$ cat config.mk
export PLATFORM = sky130hd
export DESIGN_NAME = issue_rf_stage_buf
export DESIGN_NICKNAME = d
export VERILOG_FILES = /design/src/rtl/issue_rf_stage_buf_pkg.sv /design/src/rtl/issue_rf_skid_entry.sv /design/src/rtl/issue_rf_stage_buf.sv
export SDC_FILE = /design/constraint.sdc
export NUM_CORES = 1
export LEC_CHECK = 0
export CORE_ASPECT_RATIO = 0.8
export CORE_UTILIZATION = 47
export CTS_CLUSTER_DIAMETER = 200
export DETAILED_ROUTE_END_ITERATION = 10
export PLACE_DENSITY = 0.76
export SLEW_MARGIN = 20
export SYNTH_ARGS = -nofsm -noshare
export SYNTH_HDL_FRONTEND = slang
export SYNTH_SLANG_ARGS = --single-unit
$ cat constraint.sdc
create_clock -name clk -period 2.1 [get_ports clk]
set_clock_uncertainty 0.1 [all_clocks]
set_input_delay 0.21 -clock clk [delete_from_list [all_inputs] [get_ports clk]]
set_output_delay 0.21 -clock clk [all_outputs]
set_load 0.005 [all_outputs]
$ cat src/rtl/issue_rf_stage_buf_pkg.sv
// Shared definitions for the issue -> register-read staging buffer.
//   DEF_UOP_W   : default width of one lane's uop payload
//   DEF_PADDR_W : default physical register address width
//   skidState_e : occupancy of the main/skid register pair
package issue_rf_stage_buf_pkg;

   localparam int DEF_UOP_W   = 128;
   localparam int DEF_PADDR_W = 6;

   typedef enum logic [1:0] {
      EMPTY = 2'd0,
      ONE   = 2'd1,
      TWO   = 2'd2
   } skidState_e;

endpackage

$ cat src/rtl/issue_rf_skid_entry.sv
// One multi-lane register bank (valid bits, uop payloads, two source
// addresses). Used twice by the staging buffer: once as the main entry
// that drives the outputs, once as the skid entry.
// Ports:
//   clk, rst          clock, asynchronous active-low reset
//   load, clear       load dValid/dUop/dOp0/dOp1; clear wins over load
//   dValid..dOp1      incoming group
//   qValid..qOp1      stored group; invalid lanes hold zero payload/address
module issue_rf_skid_entry
   import issue_rf_stage_buf_pkg::*;
#(
   parameter int LANES   = 2,
   parameter int UOP_W   = DEF_UOP_W,
   parameter int PADDR_W = DEF_PADDR_W
) (
   input  logic                       clk,
   input  logic                       rst,
   input  logic                       load,
   input  logic                       clear,
   input  logic [LANES-1:0]           dValid,
   input  logic [LANES*UOP_W-1:0]     dUop,
   input  logic [LANES*PADDR_W-1:0]   dOp0,
   input  logic [LANES*PADDR_W-1:0]   dOp1,
   output logic [LANES-1:0]           qValid,
   output logic [LANES*UOP_W-1:0]     qUop,
   output logic [LANES*PADDR_W-1:0]   qOp0,
   output logic [LANES*PADDR_W-1:0]   qOp1
);

   logic [LANES*UOP_W-1:0]   maskUop;
   logic [LANES*PADDR_W-1:0] maskOp0;
   logic [LANES*PADDR_W-1:0] maskOp1;

   // Invalid lanes are zeroed on capture so the outputs never leak stale
   // or garbage payload on lanes the issue side did not fill.
   always_comb begin
      maskUop = '0;
      maskOp0 = '0;
      maskOp1 = '0;
      for (int i = 0; i < LANES; i++) begin
         if (dValid[i]) begin
            maskUop[i*UOP_W +: UOP_W]     = dUop[i*UOP_W +: UOP_W];
            maskOp0[i*PADDR_W +: PADDR_W] = dOp0[i*PADDR_W +: PADDR_W];
            maskOp1[i*PADDR_W +: PADDR_W] = dOp1[i*PADDR_W +: PADDR_W];
         end
      end
   end

   always_ff @(posedge clk or negedge rst) begin
      if (!rst) begin
         qValid <= '0;
         qUop   <= '0;
         qOp0   <= '0;
         qOp1   <= '0;
      end else if (clear) begin
         qValid <= '0;
         qUop   <= '0;
         qOp0   <= '0;
         qOp1   <= '0;
      end else if (load) begin
         qValid <= dValid;
         qUop   <= maskUop;
         qOp0   <= maskOp0;
         qOp1   <= maskOp1;
      end
   end

endmodule

$ cat src/rtl/issue_rf_stage_buf.sv
// Multi-lane issue -> register-read staging buffer with a 2-deep skid.
// LANES uops move together as one group under a valid/ready handshake;
// in_ready is a flop so downstream backpressure never reaches issue
// combinationally. Outputs come straight from the main entry flops.
// Ports:
//   clk, rst                 clock, asynchronous active-low reset
//   flush                    drop everything held and any group offered
//   pause, prim_pause_req    hold the output (either one)
//   in_valid/in_uop/in_op*   group from issue; in_ready = skid empty
//   out_valid/out_uop        group to register-read; out_ready accepts
//   prf_rs0/prf_rs1          registered PRF read addresses per lane
//   stall_cnt                saturating count of stalled output cycles
module issue_rf_stage_buf
   import issue_rf_stage_buf_pkg::*;
#(
   parameter int LANES   = 2,
   parameter int UOP_W   = DEF_UOP_W,
   parameter int PADDR_W = DEF_PADDR_W,
   parameter int CNT_W   = 16
) (
   input  logic                       clk,
   input  logic                       rst,
   input  logic                       flush,
   input  logic                       pause,
   input  logic                       prim_pause_req,
   input  logic [LANES-1:0]           in_valid,
   input  logic [LANES*UOP_W-1:0]     in_uop,
   input  logic [LANES*PADDR_W-1:0]   in_op0_paddr,
   input  logic [LANES*PADDR_W-1:0]   in_op1_paddr,
   output logic                       in_ready,
   output logic [LANES-1:0]           out_valid,
   output logic [LANES*UOP_W-1:0]     out_uop,
   output logic [LANES*PADDR_W-1:0]   prf_rs0,
   output logic [LANES*PADDR_W-1:0]   prf_rs1,
   input  logic                       out_ready,
   output logic [CNT_W-1:0]           stall_cnt
);

   localparam logic [CNT_W-1:0] CNT_MAX = '1;

   skidState_e state;
   skidState_e nextState;

   logic hold;
   logic inFire;
   logic outFire;
   logic stallNow;

   logic mainLoad;
   logic mainFromSkid;
   logic mainClear;
   logic skidLoad;
   logic skidClear;

   logic [LANES-1:0]         skidValid;
   logic [LANES*UOP_W-1:0]   skidUop;
   logic [LANES*PADDR_W-1:0] skidOp0;
   logic [LANES*PADDR_W-1:0] skidOp1;

   logic [LANES-1:0]         mainDValid;
   logic [LANES*UOP_W-1:0]   mainDUop;
   logic [LANES*PADDR_W-1:0] mainDOp0;
   logic [LANES*PADDR_W-1:0] mainDOp1;

   assign hold    = pause | prim_pause_req;
   assign inFire  = (|in_valid) & in_ready;
   assign outFire = (|out_valid) & out_ready & ~hold;
   assign stallNow = (|out_valid) & ~outFire & ~flush;

   // Main refills from the skid when draining TWO so acceptance order holds.
   assign mainDValid = mainFromSkid ? skidValid : in_valid;
   assign mainDUop   = mainFromSkid ? skidUop   : in_uop;
   assign mainDOp0   = mainFromSkid ? skidOp0   : in_op0_paddr;
   assign mainDOp1   = mainFromSkid ? skidOp1   : in_op1_paddr;

   issue_rf_skid_entry #(
      .LANES   (LANES),
      .UOP_W   (UOP_W),
      .PADDR_W (PADDR_W)
   ) mainEntry (
      .clk    (clk),
      .rst    (rst),
      .load   (mainLoad),
      .clear  (mainClear),
      .dValid (mainDValid),
      .dUop   (mainDUop),
      .dOp0   (mainDOp0),
      .dOp1   (mainDOp1),
      .qValid (out_valid),
      .qUop   (out_uop),
      .qOp0   (prf_rs0),
      .qOp1   (prf_rs1)
   );

   issue_rf_skid_entry #(
      .LANES   (LANES),
      .UOP_W   (UOP_W),
      .PADDR_W (PADDR_W)
   ) skidEntry (
      .clk    (clk),
      .rst    (rst),
      .load   (skidLoad),
      .clear  (skidClear),
      .dValid (in_valid),
      .dUop   (in_uop),
      .dOp0   (in_op0_paddr),
      .dOp1   (in_op1_paddr),
      .qValid (skidValid),
      .qUop   (skidUop),
      .qOp0   (skidOp0),
      .qOp1   (skidOp1)
   );

   always_ff @(posedge clk or negedge rst) begin
      if (!rst) begin
         state    <= EMPTY;
         in_ready <= 1'b0;
      end else begin
         state    <= nextState;
         in_ready <= (nextState != TWO);
      end
   end

   // Flush overrides everything, including a same-cycle in_fire.
   always_comb begin
      nextState    = state;
      mainLoad     = 1'b0;
      mainFromSkid = 1'b0;
      mainClear    = 1'b0;
      skidLoad     = 1'b0;
      skidClear    = 1'b0;
      if (flush) begin
         nextState = EMPTY;
         mainClear = 1'b1;
         skidClear = 1'b1;
      end else begin
         case (state)
            EMPTY: begin
               if (inFire) begin
                  mainLoad  = 1'b1;
                  nextState = ONE;
               end
            end
            ONE: begin
               if (outFire && inFire) begin
                  mainLoad = 1'b1;
               end else if (outFire) begin
                  mainClear = 1'b1;
                  nextState = EMPTY;
               end else if (inFire) begin
                  skidLoad  = 1'b1;
                  nextState = TWO;
               end
            end
            TWO: begin
               if (outFire) begin
                  mainLoad     = 1'b1;
                  mainFromSkid = 1'b1;
                  skidClear    = 1'b1;
                  nextState    = ONE;
               end
            end
            default: begin
               nextState = EMPTY;
               mainClear = 1'b1;
               skidClear = 1'b1;
            end
         endcase
      end
   end

   always_ff @(posedge clk or negedge rst) begin
      if (!rst) begin
         stall_cnt <= '0;
      end else if (stallNow && (stall_cnt != CNT_MAX)) begin
         stall_cnt <= stall_cnt + 1'b1;
      end
   end

endmodule

# After elaboration in Yosys (flattened, before gate mapping)
# Cells that the tools add are included.
# word_totals
regBits	583
word_cells	89
out_inout_bits	299
input_bits	288
# op_classes
bitwise	9
n_eq_ne	4
addsub	1
n_mux	55
n_reduce_logical	9
# ops
cell	count
$mux W256	5
$mux W128	4
$mux W12	10
$mux W6	8
$mux W2	11
$add A16 B1 Y16 const B	1
$ne A16 B16 Y1 const B	1
$mux W1	13
$reduce_or A2 Y1	4
$pmux W2 S3	1
$and A1 B1 Y1	5
$pmux W1 S2	2
$reduce_bool A2 Y1	2
$not A1 Y1	3
$pmux W1 S3	1
$eq A2 B1 Y1 const B	1
$eq A2 B2 Y1 const B	1
$logic_and A1 B1 Y1	2
$logic_not A2 Y1	1
$ne A2 B2 Y1 const B	1
$or A1 B1 Y1	1

# Logic depth before layout (Yosys ltp)
# depth
word_depth	10
ltp_mapped	7
ltp_nobuf	5

# Hierarchy
# Synthesis repeated with hierarchy kept, for this count alone.
# hier_totals
hier_cells	1736
hier_area_um2	25650.9
# modules_own_cells
module	cells_each	seq_area_each_um2	area_each_um2	instances
issue_rf_skid_entry	663	7056.8	10463.8	2
issue_rf_stage_buf	410	475.5	4723.3	1

# Least setup slack after synthesis
# No wires, ideal clock.
# synth_path
path_kind	input -> register
startpoint	in prim_pause_req
endpoint	reg mainEntry.qValid[0]
path_stages	6
t_arrival_ns	1.844
t_required_ns	1.879
setup_slack_ns	0.035
setup_ns	0.121
path_buffers	2
path_cell_list	or3b_4 -> or4_1 -> buf_4 -> buf_6 -> mux2_4 -> a22o_1
# synth_between
elab_chain_cells	9
word_cells_on_any_way	17
classes_between	mux: 12; bitwise: 3; reduce/logical: 2
# synth_lines
item	line_no	rtl
start: declaration	issue_rf_stage_buf.sv:25	input logic prim_pause_req,
$or A1 B1 Y1 *	issue_rf_stage_buf.sv:65	assign hold = pause | prim_pause_req;
$not A1 Y1 *	issue_rf_stage_buf.sv:67	assign outFire = (|out_valid) & out_ready & ~hold;
$and A1 B1 Y1 *	issue_rf_stage_buf.sv:67	
$mux W1	issue_rf_stage_buf.sv:147, issue_rf_stage_buf.sv:156	
$mux W1	issue_rf_stage_buf.sv:137	case (state)
$mux W1	issue_rf_stage_buf.sv:132	if (flush) begin
$mux W2	issue_rf_stage_buf.sv:71	assign mainDValid = mainFromSkid ? skidValid : in_valid;
$mux W2	issue_rf_skid_entry.sv:60	end else if (load) begin
$mux W2	issue_rf_skid_entry.sv:55	end else if (clear) begin
end signal: assignment	issue_rf_skid_entry.sv:61	qValid <= dValid;
end: declaration	issue_rf_skid_entry.sv:24	output logic [LANES-1:0] qValid,
# Every way passes the cells marked *; elsewhere a longest branch is shown, timed or not. The select of a mux whose other input is x is not followed.
# A chain may end at the register's enable or synchronous reset.

# Final worst setup path
# layout_path
startpoint	in prim_pause_req
endpoint	reg mainEntry.qUop[91]
# layout_between
elab_chain_cells	10
word_cells_on_any_way	19
classes_between	mux: 14; bitwise: 3; reduce/logical: 2
# layout_lines
item	line_no	rtl
$or A1 B1 Y1 *	issue_rf_stage_buf.sv:65	
$not A1 Y1 *	issue_rf_stage_buf.sv:67	
$and A1 B1 Y1 *	issue_rf_stage_buf.sv:67	
$mux W1	issue_rf_stage_buf.sv:147, issue_rf_stage_buf.sv:156	
$mux W1	issue_rf_stage_buf.sv:137	
$mux W1	issue_rf_stage_buf.sv:132	
$mux W256 / $mux W2 (equally long branches)	issue_rf_stage_buf.sv:72, issue_rf_stage_buf.sv:71	
$mux W128	issue_rf_skid_entry.sv:41	if (dValid[i]) begin
$mux W256	issue_rf_skid_entry.sv:60	
$mux W256	issue_rf_skid_entry.sv:55	
end signal: assignment	issue_rf_skid_entry.sv:62	qUop <= maskUop;
end: declaration	issue_rf_skid_entry.sv:25	output logic [LANES*UOP_W-1:0] qUop,
# Marked as above.

==> impl_results.md <==
- Antenna Nets Post-Route: 0
- Final setup viols: 19
- Crit path kind: in -> reg
- Post-synthesis compound-gate area fraction: 18.6%
- Drt pass-1 iters: 5
- Synth Area in Simple Gates: 8.66%
- Count of final max-slew check failures: 0
- Core ar.: 57,000 µm²
- WP data arrival: 2510 ps
- CP Buf/Inv Count: 3
- Synth top area share: about 53%
- Area added between synthesis and finish: 36.1%
- Synth warn: 0
- Wirelength per Cell: 21.7 µm
- P per Cell Area: 930 nW/µm²
- Status: complete, but fails checks
- Synth Net Count: roughly 2.9k
- Placement Setup Slack: -617 ps
- CTS tree: built
- Worst Setup Start Kind: primary input
- RD Place Congestion: between 0.8 and 0.9
- Synth unique cells: 40
- Initial antenna violation count: 3
- Reg clk slew, reported paths: 70 ps
- Number of CTS-inserted buffers: 57
- Family with the most delay on the worst path: simple AND/OR/NAND/NOR gates
- Post-synthesis sequential area ratio: 53.5%
- Worst Tran Pin Value: approximately 1100 ps
- RSZ-0062 raised after global routing: true
- Layout cells sized above 1: under 10%
- Final nets: approximately 3.5k
- Largest net degree at the start of global routing: 172
- Iteration-0 DRC count of the detailed router: between 2k and 2.5k
- Vert. Die Dim: between 200 and 250 µm
- Io pins: 587
- Post-route minimum period: 2120 ps
- Die Area: 59,000 µm²
- Mapped Cells: 2,607
- GRT Util Overall: 28.7%
- Synth Area in XOR/XNOR: 0.417%
- Largest family of logic cells by synthesized area: compound AO/OA/AOI/OAI gates
- CTS H-tree lvls: 2
- Critical-path maximum fanout: 24
- CP endpoint kind: register
- Final hold vios: 0
- Adder-cell share of the synthesized area: 0.0458%
- CTS Root Buffer Type: clkbuf_16
- Cell Chain, Critical Path: clkdlybuf4s50_1, or3b_4, or4_4, buf_12, buf_12, mux2i_1, a22o_1
- DR vias: 23.5k
- Initial Utilization: 47.9%
- IO Port Bufs: about 590
- Async S/R FF share, synth: 100%
- Hold Crit Class: in -> reg
- Synth Register Bits: 583
- Crit path top cell by count: buf_12
- HPWL Detailed: 57,900 µm
- Synth Area per Inst: 10.5 µm²
- WL final: 86,400 µm
- Rows: between 70 and 80
- Dominant synthesized flop cell: dfrtp_1
- CTS sink cnt: 583
- Setup TNS: -185 ps
- Via/cell ratio: roughly 6
- # DRC: 0
- Clock buffer depth: 3
- Max_cap viols: 0
- Fillers: 4,263
- Top post-synthesis cells by count: 583 x dfrtp_1, 563 x nand2_1, 284 x inv_1
- First-pass GRT wire length: between 100,000 and 150,000 µm
- Slew headroom: 27.8%
- Req. time, crit path: 2490 ps
- Slack of the critical path: -22.6 ps
- Leakage: 17.2 nW
- Fmax: 471 MHz
- Post-synth EDFFs: 0
- Area leader, netlist: dfrtp_1
- Die X: 271 µm
- Tcrit/Tclk final: 101%
- Mapped Area: 27,300 µm²
- Mux cell area share after synthesis: 10.5%
- Area contributors post-synth: dfrtp_1 53%, mux2i_1 10%, a22o_1 9.1%
- CP max stage cell: or4_4
- Count leader, synth: dfrtp_1
- Clk_lat worst skew: 600 ps
- Peak VDD IR: 0.858 mV
- CP max stage delay: 580 ps
- Worst hold slack: 88.3 ps
- Total grt overflow: 0
- Vias in the first global route: 23.8k
- Total power: 34.5 mW
- Violated checks: setup timing
==> final cells by class <==
class	instances	area (µm²)	area share, %
multi-input cells	1488	10500	28.3
flip-flops and latches	583	14600	39.3
repair buffers	752	7980	21.5
diodes	2	5.00	0.0135
clock buffers	91	1810	4.87
well taps	760	951	2.56
clock inverters	17	229	0.617
inverters	284	1070	2.87
==> what timing repair did <==
item                                   CTS  global route
pin swaps                                1             0
endpoints found under the hold margin  450             0
resized for setup                        4            10
hold buffers                             2             0
setup buffers                            2             2
setup endpoints to repair              122           183
==> stage by stage <==
stage	cell area (µm²)	utilization [%]	cells
floorplan	27300	-	2607
global placement	35000	61.3	3861
detailed placement	35000	61.3	3861
CTS	37100	65.0	3973
global route	37100	65.2	3977
finish	37100	65.2	3977
==> routing by layer <==
metal | GRT usage, % | part of all wire, %
met2 | 45.7 | 48
met3 | 4.72 | 6.7
met4 | 12.5 | 4.3
met1 | 38.9 | 41
met5 | 0 | 0.014
==> layout by cell type, fill, tap and decap left out, drive strengths merged, types with 2 or more instances in the layout <==
master / Yosys / routed
bufinv: 0 / 5
clkbuf: 193 / 92
xnor2: 12 / 12
clkdlybuf4s50: 0 / 582
o21ai: 4 / 4
diode: 0 / 2
dfrtp: 583 / 583
nand2b: 3 / 3
a22o: 282 / 282
a31oi: 2 / 2
clkinv: 0 / 8
clkinvlp: 0 / 3
o211ai: 3 / 3
nand2: 563 / 563
and3: 6 / 6
o21a: 3 / 3
o32ai: 280 / 280
dlygate4sd3: 0 / 2
a21oi: 3 / 3
nor4: 4 / 4
nor2: 4 / 4
or4: 2 / 2
nand4: 5 / 5
buf: 59 / 167
o31ai: 2 / 2
mux2: 4 / 4
inv: 284 / 285
mux2i: 280 / 280
nand3: 12 / 12
nor3b: 2 / 2
==> worst reg2reg max path, cell delays in order (launching register included) <==
cell and delay (ps):
dfrtp_1 390, nand2b_1 200, or4_4 490, buf_12 210, buf_12 250, mux2i_1 160
a22o_1 190
==> registers in the layout (all words and copies together) (netlist names) <==
signal,count
skidEntry.qUop,256
mainEntry.qOp1,12
skidEntry.qOp1,12
in_ready,1
mainEntry.qValid,2
mainEntry.qUop,256
skidEntry.qOp0,12
state,2
mainEntry.qOp0,12
skidEntry.qValid,2
stall_cnt,16
==> path summary, 6_finish.rpt <==
check | cells past startpoint | end | slack, ps | startpoint
max in group asynchronous | 3 | mainEntry.qUop[148] | 1050 | rst
max | 7 | mainEntry.qUop[91] | -20 | prim_pause_req
min in group asynchronous | 2 | mainEntry.qUop[36] | 100 | rst
max reg2reg | 6 | mainEntry.qUop[91] | 0 | state[0]
min reg2reg | 1 | mainEntry.qUop[30] | 400 | mainEntry.qUop[30]
min | 3 | skidEntry.qUop[122] | 90 | in_uop[122]
==> power breakdown <==
| part | internal [mW] | switching [mW] | total (mW) |
|---|---|---|---|
| logic | 4.70 | 5.07 | 9.77 |
| registers | 12.7 | 1.07 | 13.7 |
| clock network | 6.50 | 4.53 | 11.0 |
| total | 23.9 | 10.7 | 34.5 |
==> logic make-up (layout without fill, tap and decap cells) <==
kind of cell / count (synthesis) / after routing
adder cells (fa/ha/maj): 1 / 1
multiplexers: 284 / 284
buffers and inverters: 536 / 1144
AND/OR/NAND/NOR: 605 / 605
other: 0 / 2
AO/OA/AOI/OAI: 585 / 585
XOR/XNOR: 13 / 13
flip-flops: 583 / 583
No activity file was read; power rests on OpenSTA's default activity.
==> edit 1 (config.mk and constraints unchanged) <==
`LANES` is set to 2 in 2 places; all go to 1.
--- a/src/rtl/issue_rf_skid_entry.sv
+++ b/src/rtl/issue_rf_skid_entry.sv
@@ -11,3 +11,3 @@
 #(
-   parameter int LANES   = 2,
+   parameter int LANES   = 1,
    parameter int UOP_W   = DEF_UOP_W,
--- a/src/rtl/issue_rf_stage_buf.sv
+++ b/src/rtl/issue_rf_stage_buf.sv
@@ -15,3 +15,3 @@
 #(
-   parameter int LANES   = 2,
+   parameter int LANES   = 1,
    parameter int UOP_W   = DEF_UOP_W,
Interface: changed (8 resized); port bits go from 587 to 305. No check against the original RTL was run, so the function may have changed too.
==> edit 1 against the original RTL <==
  * Sequential share of layout area rose by 3.3 points
  * Area after synthesis fell by 54%
  * Setup slack improved by 0.20 ns
  * Design area fell by 52%
  * First-iteration DRC count fell by 60%
  * Global-route usage fell by 2.0 points
  * Critical path depth fell by 2
  * Sequential cell count fell by 282
  * Power fell by 56%
  * Final cell count fell by 59%
  * Routed wire length fell by 58%
  * Clock power fell by 47%
==> edit 1: results (changes against the original RTL) <==
| Metric | Value |
|---|---|
| Number of global-route vias before repair | `10.18k (-57%)` |
| Tightest Hold Check Type | `in2async` |
| Crit path max fanout | `4 (-83%)` |
| Wire per inst | `22.62 um (+4.1%)` |
| Final Power | `15.08 mW (-56%)` |
| Htree depth | `1 (-1)` |
| Mux contribution to synthesized area | `0.004519 (-0.1001)` |
| Metal-1 WL | `15450 um (-57%)` |
| Pre-CTS setup slack | `-0.1437 ns (+0.4734 ns)` |
| Vias per std cell | `6.307 (+6.6%)` |
| VDD IR-drop max | `0.5579 mV (-35%)` |
| Cts hold-fix bufs | `1 (-1)` |
| DP HPWL | `23930 um (-59%)` |
| Post-Synth XOR/XNOR Area | `0.007732 (+0.003560)` |
| Post-CTS Resized | `0 (-4)` |
| Share of cells above drive strength 1 | `0.1222 (+0.03358)` |
| Area contributors post-synth | `dfrtp_1 (60%), a32o_1 (11%), a221o_1 (11%)` |
| Outcome | `completed` |
| Met1 usage | `0.3714 (-0.01713)` |
| P_clk | `5.82 mW (-47%)` |
| Post-synth top cells | `dfrtp_1 (301), a32o_1 (141), a221o_1 (140), and3_1 (140), clkbuf_1 (60)` |
| Fin nets | `1385 (-60%)` |
| Post-CTS setup buffers | `0 (-2)` |
| Routability Congestion | `0.8588 (-2.8%)` |
| Inserted Clock Buffers | `31 (-46%)` |
| Largest net degree at the start of global routing | `70 (-59%)` |
| Compound-Gate Fraction of Synth Area | `0.2339 (+0.04765)` |
| First-pass GRT wire length | `57370 um (-58%)` |
| Met3 wire length | `2771 um (-52%)` |
| Post-synthesis adder-cell area fraction | `0.001004 (+0.0005457)` |
| GRT met3 Usage | `0.05395 (+0.006718)` |
| PortBufs | `304 (-48%)` |
| Largest stage delay on the critical path | `0.56 ns (-0.02 ns)` |
| Critical Path AT | `2.26 ns (-0.25 ns)` |
| Placement Cell Area | `16590 sq um (-53%)` |
| Ant diodes | `0 (-2)` |
| Post-synthesis sequential area ratio | `0.6045 (+0.06995)` |
-- edit 1: per-stage QoR --
stage / utilization / TNS, ns / instances / hold slack (ns)
after global routing: 0.6900 / 0 / 1611 / 0.1505
after global placement: 0.6470 / -8.672 / 1554 / 0.1210
after floorplan: - / 0 / 923 / -0.1856
final: 0.6900 / 0 / 1611 / 0.1309
after detailed placement: 0.6470 / -21.69 / 1554 / 0.1214
after CTS: 0.6900 / 0 / 1611 / 0.1194
-- edit 1: layout make-up --
class | count | area (sq um)
clock inverters | 12 | 176.4
fillers | 1798 | 7948
well taps | 351 | 439.2
clock buffers | 44 | 914.6
inverters | 3 | 11.26
flip-flops and latches | 301 | 7532
multi-input cells | 506 | 4349
repair buffers | 394 | 4264
-- edit 1: cell families after synthesis --
group                    count (synthesis)
flip-flops                             301
AND/OR/NAND/NOR                        196
adder cells (fa/ha/maj)                  1
buffers and inverters                  116
XOR/XNOR                                11
AO/OA/AOI/OAI                          293
multiplexers                             5
-- edit 1: path summary, 6_finish.rpt --
| kind | slack (ns) | cells past startpoint | from | end |
|---|---|---|---|---|
| worst max-delay path | 0.17 | 5 | stall_cnt[0]$_DFFE_PN0P_ | stall_cnt[15]$_DFFE_PN0P_ |
| worst min-delay path | 0.13 | 2 | rst | mainEntry.qUop[38]$_DFFE_PN0P_ |
| worst max register to register | 0.17 | 5 | stall_cnt[0]$_DFFE_PN0P_ | stall_cnt[15]$_DFFE_PN0P_ |
| worst min register to register | 0.39 | 1 | skidEntry.qUop[90]$_DFFE_PN0P_ | skidEntry.qUop[90]$_DFFE_PN0P_ |
| max in group asynchronous | 1.11 | 3 | rst | skidEntry.qUop[103]$_DFFE_PN0P_ |
| min in group clk | 0.20 | 2 | in_uop[90] | skidEntry.qUop[90]$_DFFE_PN0P_ |
==> edit 2 (same settings) <==
Without the edit above. Encoding of `skidState_e`: now one-hot (3 bits for 3 states).
--- a/src/rtl/issue_rf_stage_buf_pkg.sv
+++ b/src/rtl/issue_rf_stage_buf_pkg.sv
@@ -9,6 +9,6 @@
 
-   typedef enum logic [1:0] {
-      EMPTY = 2'd0,
-      ONE   = 2'd1,
-      TWO   = 2'd2
+   typedef enum logic [2:0] {
+      EMPTY = 3'b001,
+      ONE   = 3'b010,
+      TWO   = 3'b100
    } skidState_e;
Formal check against the unedited RTL: no difference found for any inputs over 4 cycles, from zero or initial values and one cycle with rst low; so few cycles prove little.
==> edit 2 against the original RTL <==
  * The flow still finishes with violations (setup timing)
  * Synthesized cell count down 13%
  * Worst hold slack worse by 0.033 ns
  * Setup slack worse by 0.0081 ns
  * Register-to-register slack worse by 0.03 ns
  * Area after synthesis down 5.6%
  * Sequential cell count up 1
  * Routed wire length down 3.8%
  * Design area up 0.38%
  * Count of clock-buffer cells in the layout down 12
  * Via count down 10%
  * Critical path type is now reg2reg
  * Highest routed layer unchanged
Power is not compared: it rests on default switching activity, and its combinational part moved more than twofold at a synthesized area within 25%.
==> edit 2: results (changes against the original RTL) <==
| Metric | Value |
|---|---|
| Final clock-cell share | `0.05347 (-0.001349)` |
| 1st-iter DRT viols | `1592 (-34%)` |
| Tightest Hold Check Type | `in2async` |
| Signal inverters | `0 (-100%)` |
| Syn-to-layout area delta | `44.69%` |
| First-pass GRT wire length | `122100 um (-10%)` |
| Syn nets | `2562 (-12%)` |
| Slowest-stage cell, CP | `a2111oi_4` |
| Setup TNS after final layout | `-0.1717 ns (+0.01354 ns)` |
| Area contributors post-synth | `dfrtp_1 (57%), mux2i_1 (11%), o2bb2ai_1 (9.6%)` |
| Grt met2 use | `0.4370 (-0.01955)` |
| R2R depth | `8 (+2)` |
| Clk_lat worst skew | `0.62 ns (+0.02 ns)` |
| Mux contribution to synthesized area | `0.1101 (+0.005476)` |
| Outcome | `finished, violations left` |
| GRT Resource Usage Total | `0.2774 (-0.009428)` |
| Initial antenna violation count | `12 (+9)` |
| Compound-Gate Fraction of Synth Area | `0.1577 (-0.02854)` |
| Largest net degree at the start of global routing | `130 (-24%)` |
| Finish-stage setup viols | `12 (-7)` |
| DP HPWL | `53480 um (-7.6%)` |
| Yosys reg bits | `584 (+0.17%)` |
| Max_slew headroom | `0.4010 (+0.1228)` |
| Critical Path Sink | `mainEntry.qUop[105]$_DFFE_PN0P_` |
| Final Hold Slack | `0.05502 ns (-0.03330 ns)` |
| Setup ws final | `-0.03068 ns (-0.008051 ns)` |
| Post-synthesis sequential area ratio | `0.5673 (+0.03272)` |
| Placement Cell Area | `33530 sq um (-4.1%)` |
| Pre-CTS setup slack | `-0.5946 ns (+0.02249 ns)` |
| Vias per std cell | `5.711 (-3.5%)` |
| Ant diodes | `11 (+9)` |
| Synth cell types | `46 (+15%)` |
| Failing checks | `setup timing` |
| FILL cells | `3684 (-14%)` |
| CLK BUF | `79 (-13%)` |
| Critical path's top delay family | `buffers and inverters` |
| Multi-input combinational area share | `0.2989 (+0.01605)` |
| Async SR Flop Fraction | `1.000 (unchanged)` |
| Met2 wire len | `39100 um (-5.2%)` |
| Crit path max fanout | `20 (-17%)` |
| Mapped Cells | `2273 (-13%)` |
| Placed Cells | `3529 (-8.6%)` |
| Routability Congestion | `0.8544 (-3.3%)` |
| Post-synthesis adder-cell area fraction | `0.0004857 (+0.00002719)` |
| Post-Synth XOR/XNOR Area | `0.004080 (-0.00009256)` |
| Non-clock buffer share | `0.2312 (+0.01647)` |
| Share of cells above drive strength 1 | `0.1506 (+0.06197)` |
| Met1 usage | `0.3668 (-0.02169)` |
| Met3 wire length | `5939 um (+2.0%)` |
| Post-CTS Resized | `11 (+7)` |
| Wire per inst | `22.50 um (+3.5%)` |
| Largest stage delay on the critical path | `0.40 ns (-0.18 ns)` |
edit 2: cell types whose count changed after synthesis, sizes merged, moves of 279 or more:
| cell | delta |
|---|---|
| o2bb2ai | +281 |
| nand2b | +284 |
| o32ai | -280 |
| o21ai | +279 |
| a22o | -282 |
| inv | -284 |
edit 2: power by group through the flow:
stage	sequential, mW	clock, mW	combinational, mW
2_1_floorplan	12.2	0	1.27
3_3_place_gp	12.3	0	3.83
3_5_place_dp	12.3	0	3.91
4_1_cts	12.1	11.0	3.94
5_1_grt	12.2	11.5	4.58
6_report	12.1	10.9	4.32
edit 2: cells by family (layout without fill, tap and decap cells):
| group | Yosys count | count (layout) |
|---|---|---|
| other | 0 | 11 |
| adder cells (fa/ha/maj) | 1 | 1 |
| multiplexers | 283 | 283 |
| XOR/XNOR | 12 | 12 |
| flip-flops | 584 | 584 |
| AO/OA/AOI/OAI | 585 | 585 |
| AND/OR/NAND/NOR | 620 | 620 |
| buffers and inverters | 188 | 896 |
